[config.mk]
export PLATFORM = sky130hd
export DESIGN_NAME = i2s_rx_capture
export DESIGN_NICKNAME = d
export VERILOG_FILES = /design/src/rtl/i2s_rx_capture.sv
export SDC_FILE = /design/constraint.sdc
export NUM_CORES = 1
export LEC_CHECK = 0
export ABC_AREA = 0
export BUFFER_PORTS_ARGS = -buffer_cell sky130_fd_sc_hd__buf_2
export CORE_ASPECT_RATIO = 0.9
export CORE_MARGIN = 2
export CORE_UTILIZATION = 55
export DETAILED_ROUTE_END_ITERATION = 8
export PLACE_DENSITY_LB_ADDON = 0.05
export SLEW_MARGIN = 20
export SYNTH_ARGS = -nofsm -noshare
export SYNTH_HDL_FRONTEND = slang
export SYNTH_SLANG_ARGS = --single-unit
[constraint.sdc]
create_clock -name Clk50 -period 2.9 [get_ports Clk50]
set_clock_uncertainty 0.1 [all_clocks]
set_input_delay 0.58 -clock Clk50 [delete_from_list [all_inputs] [get_ports Clk50]]
set_output_delay 0.58 -clock Clk50 [all_outputs]
set_load 0.05 [all_outputs]
[src/rtl/i2s_rx_capture.sv]
`timescale 1ns/1ps
// I2S receiver: deserialises 16-bit stereo samples from an async codec interface and
// packs four stereo frames into one 128-bit SDRAM line written via a request/ack port.
module i2s_rx_capture #(
    parameter int unsigned SAMPLE_BITS = 16,
    parameter logic [21:0] BASE_ADDR   = 22'h200000,
    parameter logic [21:0] NUM_LINES   = 22'h010000,
    parameter bit          WRAP        = 1'b1
) (
    input  logic         Clk50,
    input  logic         reset,
    input  logic         enable,
    input  logic         LRClk,
    input  logic         SClk,
    input  logic         Din,
    output logic         sdram_wr,
    output logic [21:0]  sdram_addr,
    output logic [127:0] sdram_data,
    input  logic         sdram_ac,
    output logic         busy,
    output logic         overflow,
    output logic [21:0]  lines_written,
    output logic         capture_done,
    output logic [1:0]   dbg_cap_state_o,
    output logic         dbg_wr_state_o
);

    typedef enum logic [1:0] {IDLE = 2'd0, WAIT_L = 2'd1, CAP = 2'd2} cap_state_e;
    typedef enum logic {W_IDLE = 1'b0, W_REQ = 1'b1} wr_state_e;

    localparam logic [3:0]  LAST_BIT  = 4'(SAMPLE_BITS - 1);
    localparam logic [21:0] LAST_ADDR = BASE_ADDR + NUM_LINES - 22'd1;

    logic [1:0]   lr_sync_q;
    logic [1:0]   din_sync_q;
    logic [2:0]   sclk_sync_q;
    logic         lr_prev_q;
    logic         sclk_rise, lr_now, din_now, lr_edge, lr_fall, slot_start;
    logic [15:0]  sample_next;

    cap_state_e   cap_q, cap_d;
    wr_state_e    wr_q, wr_d;
    logic         active_q;
    logic [3:0]   bit_cnt_q;
    logic [15:0]  shift_q;
    logic [2:0]   k_q;
    logic [127:0] line_q;
    logic         handoff_q;
    logic         pend_q;
    logic [127:0] pend_data_q;
    logic [21:0]  addr_q, lines_q;
    logic         overflow_q, done_q;
    logic         ack, last_line;

    // Synchronisers carry no reset so the LRClk history stays valid across a reset pulse.
    always_ff @(posedge Clk50) begin
        lr_sync_q   <= {lr_sync_q[0], LRClk};
        din_sync_q  <= {din_sync_q[0], Din};
        sclk_sync_q <= {sclk_sync_q[1:0], SClk};
        if (sclk_rise) lr_prev_q <= lr_now;
    end

    assign sclk_rise   = sclk_sync_q[1] & ~sclk_sync_q[2];
    assign lr_now      = lr_sync_q[1];
    assign din_now     = din_sync_q[1];
    assign lr_edge     = sclk_rise & (lr_now != lr_prev_q);
    assign lr_fall     = lr_edge & ~lr_now;
    assign slot_start  = ((cap_q == WAIT_L) && lr_fall) || ((cap_q == CAP) && lr_edge);
    assign sample_next = {shift_q[14:0], din_now};

    always_comb begin
        cap_d = cap_q;
        unique case (cap_q)
            IDLE:    if (enable && !done_q) cap_d = WAIT_L;
            WAIT_L:  if (lr_fall) cap_d = CAP;
            CAP:     cap_d = CAP;
            default: cap_d = IDLE;
        endcase
        if (!enable || done_q) cap_d = IDLE;
    end

    // The sclk_rise that reveals a slot edge carries the I2S delay bit, so it only arms the slot.
    always_ff @(posedge Clk50) begin
        if (reset) begin
            cap_q     <= IDLE;
            active_q  <= 1'b0;
            bit_cnt_q <= '0;
            shift_q   <= '0;
            k_q       <= '0;
            line_q    <= '0;
            handoff_q <= 1'b0;
        end else begin
            cap_q     <= cap_d;
            handoff_q <= 1'b0;
            if (cap_d == IDLE) begin
                active_q <= 1'b0;
                k_q      <= '0;
            end else if (slot_start) begin
                active_q  <= 1'b1;
                bit_cnt_q <= '0;
                shift_q   <= '0;
            end else if ((cap_q == CAP) && sclk_rise && active_q) begin
                shift_q   <= sample_next;
                bit_cnt_q <= bit_cnt_q + 4'd1;
                if (bit_cnt_q == LAST_BIT) begin
                    active_q               <= 1'b0;
                    line_q[16*k_q +: 16]   <= sample_next;
                    k_q                    <= k_q + 3'd1;
                    if (k_q == 3'd7) handoff_q <= 1'b1;
                end
            end
        end
    end

    // sdram_wr/sdram_ac: a request holds addr/data stable until a one-cycle ack; an ack
    // with no request is ignored, and the request drops for at least one cycle after an ack.
    assign ack       = (wr_q == W_REQ) && sdram_ac;
    assign last_line = !WRAP && (lines_q == NUM_LINES - 22'd1);

    always_comb begin
        wr_d = wr_q;
        unique case (wr_q)
            W_IDLE:  if (pend_q && !done_q) wr_d = W_REQ;
            W_REQ:   if (ack) wr_d = W_IDLE;
            default: wr_d = W_IDLE;
        endcase
    end

    always_ff @(posedge Clk50) begin
        if (reset) begin
            wr_q        <= W_IDLE;
            pend_q      <= 1'b0;
            pend_data_q <= '0;
            addr_q      <= BASE_ADDR;
            lines_q     <= '0;
            overflow_q  <= 1'b0;
            done_q      <= 1'b0;
        end else begin
            wr_q <= wr_d;
            if (ack) begin
                lines_q <= lines_q + 22'd1;
                addr_q  <= (WRAP && (addr_q == LAST_ADDR)) ? BASE_ADDR : addr_q + 22'd1;
                if (last_line) done_q <= 1'b1;
            end
            // An ack in the hand-off cycle frees the slot in time for the new line.
            if (handoff_q && !done_q && !(ack && last_line)) begin
                if (!pend_q || ack) begin
                    pend_q      <= 1'b1;
                    pend_data_q <= line_q;
                end else begin
                    overflow_q <= 1'b1;
                end
            end else if (ack) begin
                pend_q <= 1'b0;
            end
        end
    end

    assign sdram_wr        = (wr_q == W_REQ);
    assign sdram_addr      = addr_q;
    assign sdram_data      = pend_data_q;
    assign busy            = (cap_q != IDLE) || (wr_q == W_REQ);
    assign overflow        = overflow_q;
    assign lines_written   = lines_q;
    assign capture_done    = done_q;
    assign dbg_cap_state_o = cap_q;
    assign dbg_wr_state_o  = wr_q;

endmodule

==> key figures, run 1 <==
Status
  – Outcome: finished, final reports clean

Floorplanning
  – Core area: 0.0235 mm^2
  – Initial core utilization: 56.4%
  – Ports: 186
  – DIE WIDTH: 168 um
  – Die area: 0.0253 mm^2
  – # rows: 53
  – Die height: 151 um

Detailed routing
  – Drt pass-1 iters: 6
  – Vias: 11000
  – Post-DR vias/cell: 5.53
  – Final WL: 32.8 mm
  – Iter 0 DRT Violations: 985
  – Drt wl/cell: 16.5 um
  – Final ANT Viol Nets: 0
  – DRC errors left: 0

Synthesis
  – Count leader, synth: nand2_1
  – Post-Synth Simple-Gate Area: 22.9%
  – Post-Syn Area: 0.0132 mm^2
  – Synth Area per Inst: 8.71 um^2
  – Syn Nets: 1535
  – Yosys top cell area share: 50.8%
  – Yosys warnings: 0
  – Yosys reg bits: 337
  – Synth Area in Adders: 0.661%
  – Main combinational cell family by area after synthesis: simple AND/OR/NAND/NOR gates
  – Synth cell types: 54
  – Synth Flop Type: dfxtp_1
  – Post-synth top cells: nand2_1, dfxtp_1, a21oi_1, clkbuf_1, nand2b_1
  – Multiplexer share of the synthesized area: 6.29%
  – EDFF count, synth: 1
  – Asr flop ratio synth: 0%
  – Mapped Cells: 1521
  – Top cells by area, synth: dfxtp_1, nand2_1, a21oi_1
  – Post-synthesis sequential area ratio: 51.0%
  – Post-Synth XOR/XNOR Area: 1.66%
  – Yosys top cell by area: dfxtp_1
  – Compound-Gate Fraction of Synth Area: 13.4%

Clocking
  – Post-CTS Setup Bufs: 0
  – Total CTS buffers: 34
  – Root Buffer: clkbuf_16
  – Clk buf depth: 3
  – Worst skew pair latency: 0.51 ns
  – CTS sink cnt: 337
  – CTS clk-pin slew, worst paths: 0.06 ns
  – Hold Buf Count CTS: 0
  – CTS tree: yes
  – Post-CTS Resized: 0
  – CTS HTree Levels: 2

Timing
  – Worst Slack Setup Final: 0.268 ns
  – Final Critical Period: 2.63 ns
  – Final slew viol count: 0
  – FMAX: 380 MHz
  – Worst-Margin Slew: 0.691 ns
  – Final cycle utilization of the critical path: 90.8%
  – Final Hold Vio Count: 0
  – Count of final setup violators: 0
  – TNS Setup: 0 ns
  – RSZ-0062 raised after global routing: false
  – Max-slew headroom: 53.8%

Critical path
  – RR Startpoint: k_q[0]$_SDFFE_PP0P_
  – Reg2reg path depth: 7
  – Worst-path cell chain: inv_1, ha_1, ha_1, or4b_1, or2_2, o21ai_0, a21oi_1
  – Crit end category: register
  – Worst EP arrival: 2.92 ns
  – Worst EP required: 3.18 ns
  – Top cell by count, worst path: ha_1
  – CP Launch Type: register
  – Slowest-stage cell, CP: or4b_1
  – Slowest stage delay, CP: 0.56 ns
  – Reg2Reg Setup Slack: 0.27 ns
  – Critical path type: reg -> reg
  – Worst path bufs/invs: 1
  – Reg2Reg Capture Point: line_q[113]$_SDFFE_PP0P_
  – Critical path fanouts, max: 16
  – Family with the most delay on the worst path: simple AND/OR/NAND/NOR gates

Power and ir drop
  – Clk pwr share: 47.2%
  – Leakage: 0.00602 uW
  – Internal: 7160 uW
  – Seq pwr share: 51.3%
  – Worst VDD drop: 0.348 mV
  – P per Cell Area: 585 mW/mm^2
  – Switching share of power: 21.0%
  – Combinational Power Share: 1.5%
  – Sw Pwr: 1900 uW

Hold path
  – Hold crit path type: in -> reg
  – Worst Hold End: din_sync_q[0]$_DFF_P_
  – Worst Hold Launch: Din
  – Cell count of the worst hold path: 1

Global routing
  – Largest net degree at the start of global routing: 129
  – Vias in the first global route: 9916
  – Met1 global-route usage: 36.5%
  – Total global-route track usage: 25.3%
  – First-pass GRT wire length: 52.6 mm
  – GR met2 Demand/Resource: 40.1%
  – Antenna violations before repair: 1
  – Most used routing layer in global routing: met2
  – Grt met3 use: 3.87%
  – GR Overflow Total: 0

Layout
  – Fin area: 0.0155 mm^2
  – Antenna Cells: 0
  – Synthesis-to-finish area growth: 17.0%
  – Share of layout cells above drive strength 1: 17.3%
  – NumNets Final: 1673
  – Util after Layout: 66.0%

Placement
  – Port buffer count: 184
  – Hpwl dp: 20.3 mm
  – Area after DPL: 0.0144 mm^2
  – Setup Slack @ Placement: 0.323 ns
  – Routability cong.: 0.862

Flow run
  – Max-Cap Viols: 0
==> per-stage QoR <==
step	cells	total power [uW]	hold WS, ns
2_1_floorplan	1521	4850	0.210
3_3_place_gp	1925	4890	0.219
3_5_place_dp	1925	4890	0.219
4_1_cts	1983	9130	0.0618
5_1_grt	1983	9320	0.0551
6_report	1983	9060	0.0715
==> power by group through the flow <==
stage	combinational (uW)	sequential, uW	clock, uW
2_1_floorplan	104	4750	0
3_3_place_gp	139	4750	0
3_5_place_dp	138	4750	0
4_1_cts	138	4650	4340
5_1_grt	148	4640	4520
6_report	139	4650	4280
==> final cells by class <==
class | instances | area, um^2
fill | 2018 | 7980
sequential | 337 | 6760
multi-input combinational | 1058 | 5980
timing repair buffer | 220 | 1260
clock buffer | 47 | 990
tap | 302 | 378
clock inverter | 11 | 98.8
inverter | 8 | 30.0
==> worst max path at each step <==
| stage | depth (start not counted) | startpoint | slack, ns | end |
|---|---|---|---|---|
| 6_report | 7 | k_q[0]$_SDFFE_PP0P_ | 0.27 | line_q[113]$_SDFFE_PP0P_ |
| 5_1_grt | 7 | k_q[0]$_SDFFE_PP0P_ | 0.12 | line_q[117]$_SDFFE_PP0P_ |
| 4_1_cts | 7 | k_q[0]$_SDFFE_PP0P_ | 0.30 | line_q[113]$_SDFFE_PP0P_ |
| 3_5_place_dp | 7 | k_q[0]$_SDFFE_PP0P_ | 0.32 | line_q[116]$_SDFFE_PP0P_ |
| 3_3_place_gp | 7 | k_q[0]$_SDFFE_PP0P_ | 0.39 | line_q[119]$_SDFFE_PP0P_ |
| 2_1_floorplan | 7 | dbg_cap_state_o[0]$_SDFF_PP0_ | 0.38 | line_q[22]$_SDFFE_PP0P_ |
==> state kept, by name (all words and copies together), names as in the netlist, 2 cells and up <==
signal           flops
shift_q             15
sdram_addr          22
sclk_sync_q          3
lines_written       22
din_sync_q           2
k_q                  3
sdram_data         128
lr_sync_q            2
dbg_cap_state_o      2
line_q             128
bit_cnt_q            4
==> cell families (layout without fill, tap and decap cells) <==
| logic type | Yosys count | count (layout) |
|---|---|---|
| compound gates | 325 | 325 |
| xor+xnor | 23 | 23 |
| fa+ha+maj | 7 | 7 |
| buf+inv | 126 | 286 |
| flops | 337 | 337 |
| mux | 83 | 83 |
| other cells | 1 | 1 |
| simple gates | 619 | 619 |
==> layout by cell type, fill, tap and decap left out, types with 4 or more instances in the layout <==
master,instances
dfxtp_1,336
inv_1,8
xor2_1,16
and4_1,8
or3_1,11
ha_1,7
or4_1,14
xnor2_1,6
nor2_1,32
clkbuf_8,10
nand2_1,347
buf_2,183
and3_1,8
nand4_1,31
a21oi_1,219
or4b_1,16
buf_4,31
nor3_1,5
o31ai_1,9
nor4_1,5
clkinv_2,7
nand2b_1,84
clkbuf_1,4
nand3_1,36
nor2b_1,5
buf_12,5
clkbuf_16,34
o21ai_0,76
mux2i_1,81
==> routing by layer <==
layer / vias up / part of all wire [%] / routed length [um]
li1: 5463 / - / -
met4: 2 / 1.7 / 543
met3: 49 / 5.3 / 1750
met2: 278 / 46 / 14900
met5: - / 0.040 / 13
met1: 5173 / 47 / 15500
No activity file was read; power rests on OpenSTA's default activity.
==> run 2, diff against run 1 <==
--- a/config.mk
+++ b/config.mk
@@ -7,9 +7,11 @@
 export LEC_CHECK = 0
 export ABC_AREA = 0
 export BUFFER_PORTS_ARGS = -buffer_cell sky130_fd_sc_hd__buf_2
+export CELL_PAD_IN_SITES_DETAIL_PLACEMENT = 1
+export CELL_PAD_IN_SITES_GLOBAL_PLACEMENT = 1
 export CORE_ASPECT_RATIO = 0.9
 export CORE_MARGIN = 2
-export CORE_UTILIZATION = 55
+export CORE_UTILIZATION = 43
 export DETAILED_ROUTE_END_ITERATION = 8
 export PLACE_DENSITY_LB_ADDON = 0.05
 export SLEW_MARGIN = 20
==> key figures, run 2 (same netlist as run 1, synthesis figures left out) <==
Global routing
  – First-pass GRT wire length: 60.7 mm (+15%)
  – GR Overflow Total: 0 (unchanged)
  – Largest net degree at the start of global routing: 148 (+15%)
  – Total global-route track usage: 23.1% (-2.2 points)
  – Antenna violations before repair: 2 (+1)
  – Vias in the first global route: 11300 (+14%)

Floorplanning
  – Die area: 0.0322 mm^2 (+27%)
  – Core area: 0.0301 mm^2 (+28%)
  – Die height: 171 um (+13%)
  – Initial core utilization: 44.0% (-12 points)
  – Ports: 186 (unchanged)
  – # rows: 60 (+13%)
  – DIE WIDTH: 189 um (+13%)

Critical path
  – Worst path depth: 7 (unchanged)
  – Crit end category: register
  – Critical path type: reg -> reg
  – Worst-path cell chain: inv_1, ha_1, ha_1, or4b_1, or2_2, o21ai_0, a21oi_1
  – Top cell by count, worst path: ha_1
  – Worst EP arrival: 2.88 ns (-0.04 ns)
  – Worst EP required: 3.19 ns (about the same)
  – Critical path fanouts, max: 16 (unchanged)
  – Slowest-stage cell, CP: or4b_1
  – Slowest stage delay, CP: 0.56 ns (about the same)
  – CP Launch Type: register
  – Reg2reg path depth: 7 (unchanged)
  – Worst path bufs/invs: 1 (unchanged)
  – Family with the most delay on the worst path: simple AND/OR/NAND/NOR gates

Layout
  – Most frequent cells in the layout: nand2_1, dfxtp_1, a21oi_1, buf_2, nand2b_1
  – Fin area: 0.0158 mm^2 (+2.0%)
  – Most common cell after layout, fill and taps aside: nand2_1
  – Fill count: 3582 (+78%)
  – NumNets Final: 1677 (+0.24%)
  – Register Area: 0.00676 mm^2 (about the same)
  – Share of layout cells above drive strength 1: 17.6% (+0.32 points)
  – Synthesis-to-finish area growth: 19.3%
  – Footprint of the multi-input gates: 0.00598 mm^2 (unchanged)

Detailed routing
  – Iter 0 DRT Violations: 735 (-25%)
  – Final ANT Viol Nets: 0 (unchanged)
  – Vias: 11200 (+2.5%)
  – Final WL: 37.9 mm (+16%)
  – DRC errors left: 0 (unchanged)
  – Drt pass-1 iters: 4 (-2)
  – Drt wl/cell: 18.1 um (+9.5%)
  – Post-DR vias/cell: 5.37 (-2.9%)

Status
  – Outcome: finished, final reports clean

Clocking
  – Post-CTS Resized: 0 (unchanged)
  – Worst skew pair latency: 0.52 ns (about the same)
  – CTS HTree Levels: 2 (unchanged)
  – Hold Buf Count CTS: 0 (unchanged)
  – Clk buf depth: 3 (unchanged)
  – CTS clk-pin slew, worst paths: 0.06 ns (about the same)
  – Total CTS buffers: 37 (+8.8%)
  – CTS tree: yes
  – Post-CTS Setup Bufs: 0 (unchanged)
  – CTS sink cnt: 337 (unchanged)
  – Root Buffer: clkbuf_16

Timing
  – FMAX: 387 MHz (+1.7%)
  – TNS Setup: 0 ns (unchanged)
  – Worst-Margin Slew: 0.667 ns (-0.0240 ns)
  – Max-slew headroom: 55.4% (+1.6 points)
  – RSZ-0062 raised after global routing: false
  – Final slew viol count: 0 (unchanged)
  – Final Hold Vio Count: 0 (unchanged)
  – Final Critical Period: 2.59 ns (-0.0448 ns)
  – Count of final setup violators: 0 (unchanged)
  – Final cycle utilization of the critical path: 89.2% (-1.5 points)

Placement
  – Area after DPL: 0.0146 mm^2 (+1.1%)
  – Port buffer count: 184 (unchanged)
  – Hpwl dp: 24.3 mm (+20%)
  – Routability cong.: 0.859 (-0.30%)

Power and ir drop
  – P per Cell Area: 605 mW/mm^2 (+3.4%)
  – Leakage: 0.00610 uW (+1.4%)
  – Worst VDD drop: 0.352 mV (+1.2%)
  – Total power draw: 9560 uW (+5.5%)

Hold path
  – Hold crit path type: in -> reg
  – Cell count of the worst hold path: 1 (unchanged)

Flow run
  – Max-Cap Viols: 0 (unchanged)
run 2: final timing paths:
check | to | slack [ns] | start
setup reg to reg | line_q[121]$_SDFFE_PP0P_ | 0.31 | k_q[0]$_SDFFE_PP0P_
hold reg to reg | din_sync_q[1]$_DFF_P_ | 0.23 | din_sync_q[0]$_DFF_P_
hold / removal | din_sync_q[0]$_DFF_P_ | 0.06 | Din
setup / recovery | line_q[121]$_SDFFE_PP0P_ | 0.31 | k_q[0]$_SDFFE_PP0P_
run 2: layout make-up:
cell class	instances	share of cell area (%)
Clock inverter	11	0.728
Tap cell	403	3.19
Clock buffer	55	7.12
Sequential cell	337	42.7
Multi-Input combinational cell	1058	37.8
Antenna cell	1	0.0158
Timing Repair Buffer	221	8.19
Inverter	8	0.190
run 2: metrics by stage:
| step | hold WS (ns) | instances | setup slack (ns) | utilization (%) |
|---|---|---|---|---|
| after CTS | 0.0424 | 2093 | 0.205 | 52.5 |
| after floorplan | 0.210 | 1521 | 0.384 | - |
| final | 0.0601 | 2094 | 0.313 | 52.5 |
| after global routing | 0.0444 | 2093 | 0.114 | 52.5 |
| after detailed placement | 0.218 | 2027 | 0.220 | 48.4 |
| after global placement | 0.218 | 2027 | 0.349 | 48.4 |
run 2: metal layers:
metal,GRT usage (%),wire [um],part of all wire (%),up-vias
li1,-,-,-,5471
met2,38.2,17500,46,215
met1,31.1,17700,47,5478
met4,7.30,1020,2.7,2
met5,0,13,0.034,-
met3,3.71,1640,4.3,78
run 2: power by group:
part | switching (uW) | internal, uW
Combinational | 103 | 38.7
Clock | 1900 | 2870
Sequential | 9.31 | 4640
==> run 3, diff against run 2 <==
--- a/config.mk
+++ b/config.mk
@@ -13,6 +13,7 @@
 export CORE_MARGIN = 2
 export CORE_UTILIZATION = 43
 export DETAILED_ROUTE_END_ITERATION = 8
+export GPL_TIMING_DRIVEN = 0
 export PLACE_DENSITY_LB_ADDON = 0.05
 export SLEW_MARGIN = 20
 export SYNTH_ARGS = -nofsm -noshare
==> key figures, run 3 (same netlist as run 1, synthesis figures left out) <==
Timing
  – FMAX: 367 MHz (-5.0%)
  – Final Hold Vio Count: 0 (unchanged)
  – Worst-Margin Slew: 1.11 ns (+0.445 ns)
  – Final Critical Period: 2.72 ns (+0.138 ns)
  – Max-slew headroom: 25.4% (-30 points)
  – Final slew viol count: 0 (unchanged)
  – Final cycle utilization of the critical path: 94.0% (+4.7 points)
  – Count of final setup violators: 0 (unchanged)
  – RSZ-0062 raised after global routing: false

Global routing
  – Antenna violations before repair: 0 (-2)
  – First-pass GRT wire length: 64.0 mm (+5.4%)
  – Vias in the first global route: 11700 (+3.1%)
  – Total global-route track usage: 24.9% (+1.8 points)
  – Largest net degree at the start of global routing: 14 (-91%)
  – GR Overflow Total: 0 (unchanged)

Layout
  – Most common cell after layout, fill and taps aside: nand2_1
  – NumNets Final: 1761 (+5.0%)
  – Fin area: 0.0160 mm^2 (+1.1%)
  – Most frequent cells in the layout: nand2_1, dfxtp_1, a21oi_1, buf_2, clkbuf_1
  – Synthesis-to-finish area growth: 20.7%
  – Final Instance Count excl. Fillers: 2177 (+4.0%)
  – Share of layout cells above drive strength 1: 16.3% (-1.3 points)
  – Util after Layout: 53.1% (+0.60 points)

Hold path
  – Hold crit path type: in -> reg

Clocking
  – Root Buffer: clkbuf_16
  – CTS sink cnt: 337 (unchanged)
  – Worst skew pair latency: 0.52 ns (about the same)
  – Total CTS buffers: 37 (unchanged)
  – Clk buf depth: 3 (unchanged)
  – CTS clk-pin slew, worst paths: 0.06 ns (about the same)
  – Hold Buf Count CTS: 0 (unchanged)
  – CTS tree: yes
  – CTS HTree Levels: 2 (unchanged)

Floorplanning
  – Ports: 186 (unchanged)
  – Core area: 0.0301 mm^2 (unchanged)
  – Die height: 171 um (unchanged)
  – # rows: 60 (unchanged)
  – Initial core utilization: 44.0% (unchanged)
  – DIE WIDTH: 189 um (unchanged)
  – Die area: 0.0322 mm^2 (unchanged)

Flow run
  – Max-Cap Viols: 0 (unchanged)

Detailed routing
  – Vias: 11600 (+3.3%)
  – DRC errors left: 0 (unchanged)
  – Post-DR vias/cell: 5.33 (-0.66%)
  – Final WL: 40.6 mm (+7.1%)
  – Drt wl/cell: 18.6 um (+3.0%)
  – Drt pass-1 iters: 4 (unchanged)
  – Iter 0 DRT Violations: 581 (-21%)
  – Final ANT Viol Nets: 0 (unchanged)

Critical path
  – Reg2Reg Setup Slack: 0.18 ns (-0.14 ns)
  – Crit path from: k_q[0]$_SDFFE_PP0P_
  – Critical path type: reg -> reg
  – Critical path endpoint: line_q[123]$_SDFFE_PP0P_
  – Crit end category: register
  – Critical path fanouts, max: 10 (-6)
  – CP Launch Type: register
  – Worst EP arrival: 3.00 ns (+0.12 ns)
  – Worst EP required: 3.18 ns (about the same)
  – RR Startpoint: k_q[0]$_SDFFE_PP0P_
  – Reg2reg path depth: 8 (+1)
  – Reg2Reg Capture Point: line_q[123]$_SDFFE_PP0P_

Power and ir drop
  – Combinational Power Share: 1.8% (+0.3 points)
  – Clk pwr share: 49.8% (about the same)
  – Sw Pwr: 2020 uW (+0.35%)
  – Leakage: 0.00614 uW (+0.64%)
  – Worst VDD drop: 0.407 mV (+16%)
  – Internal: 7560 uW (+0.24%)
  – Seq pwr share: 48.4% (-0.2 points)
  – P per Cell Area: 600 mW/mm^2 (-0.86%)
  – Total power draw: 9590 uW (+0.27%)
  – Switching share of power: 21.1% (about the same)

Placement
  – Routability cong.: 0.806 (-6.2%)
  – Inst Count DP: 2109 (+4.0%)
  – Port buffer count: 184 (unchanged)
  – Area after DPL: 0.0147 mm^2 (+0.82%)
  – Hpwl dp: 28.2 mm (+16%)

Status
  – Outcome: finished, final reports clean
## run 3: cell count changes in the layout (fill, tap and decap cells not counted), moves of 3 or more
| cell | previous run | this run |
|---|---|---|
| clkbuf_1 | 7 | 96 |
| buf_4 | 30 | 7 |
| buf_12 | 7 | 0 |
| buf_1 | 0 | 6 |
| buf_2 | 183 | 193 |
| buf_6 | 0 | 6 |
| clkbuf_2 | 0 | 3 |
## run 3: metal layers
metal  share of wire, %  vias to the layer above  track usage, %
met1                 48                     5662            34.2
met2                 46                      239            41.3
met5                  0                        -               0
li1                   -                     5654               -
met3                4.4                       58            3.59
met4                2.1                        0            6.28
## run 3: repair_timing
| action | 4_1_cts | 5_1_grt |
|---|---|---|
| resized for setup | 4 | 17 |
| endpoints found under the hold margin | 0 | 0 |
| pin swaps | 2 | 0 |
| setup endpoints to repair | 52 | 66 |
| gates cloned | 0 | 0 |
| setup buffers | 3 | 0 |
## run 3: power by group through the flow
stage               registers, uW  clock network [uW]  logic [uW]
detailed placement           4750                   0         169
global placement             4750                   0         167
CTS                          4650                4850         171
global route                 4640                5050         184
floorplan                    4750                   0         104
finish                       4640                4770         170
## run 3: through the flow
stage | hold WS (ns) | setup WS, ns | TNS [ns]
2_1_floorplan | 0.210 | 0.384 | 0
3_3_place_gp | 0.214 | -0.528 | -27.60
3_5_place_dp | 0.231 | -0.308 | -21.28
4_1_cts | 0.0515 | 0.0280 | 0
5_1_grt | 0.0642 | 0.0556 | 0
6_report | 0.0624 | 0.175 | 0
## run 3: final cells by class
type	instances	area, um^2
diodes	1	2.50
plain buffers	117	513
clock buffers	55	1140
clock inverters	10	104
fillers	3620	14100
inverters	8	30.0
multi-input cells	1058	5990
flip-flops and latches	337	6760
well taps	403	504
repair buffers	188	948
## run 3: worst max-delay path: stages, from the launching register on
cell	delay [ns]
dfxtp_4	0.40
inv_1	0.09
ha_1	0.43
or4b_4	0.63
or2_2	0.31
clkbuf_1	0.17
buf_2	0.21
o21ai_0	0.16
a21oi_1	0.09
## run 3: how the worst min path moves through the flow
stage	depth (start not counted)	startpoint	end	slack [ns]
final	1	Din	din_sync_q[0]$_DFF_P_	0.06
after global routing	1	Din	din_sync_q[0]$_DFF_P_	0.06
after CTS	1	LRClk	lr_sync_q[0]$_DFF_P_	0.05
after detailed placement	0	lr_sync_q[0]$_DFF_P_	lr_sync_q[1]$_DFF_P_	0.23
after global placement	0	lr_sync_q[0]$_DFF_P_	lr_sync_q[1]$_DFF_P_	0.21
after floorplan	0	din_sync_q[0]$_DFF_P_	din_sync_q[1]$_DFF_P_	0.21
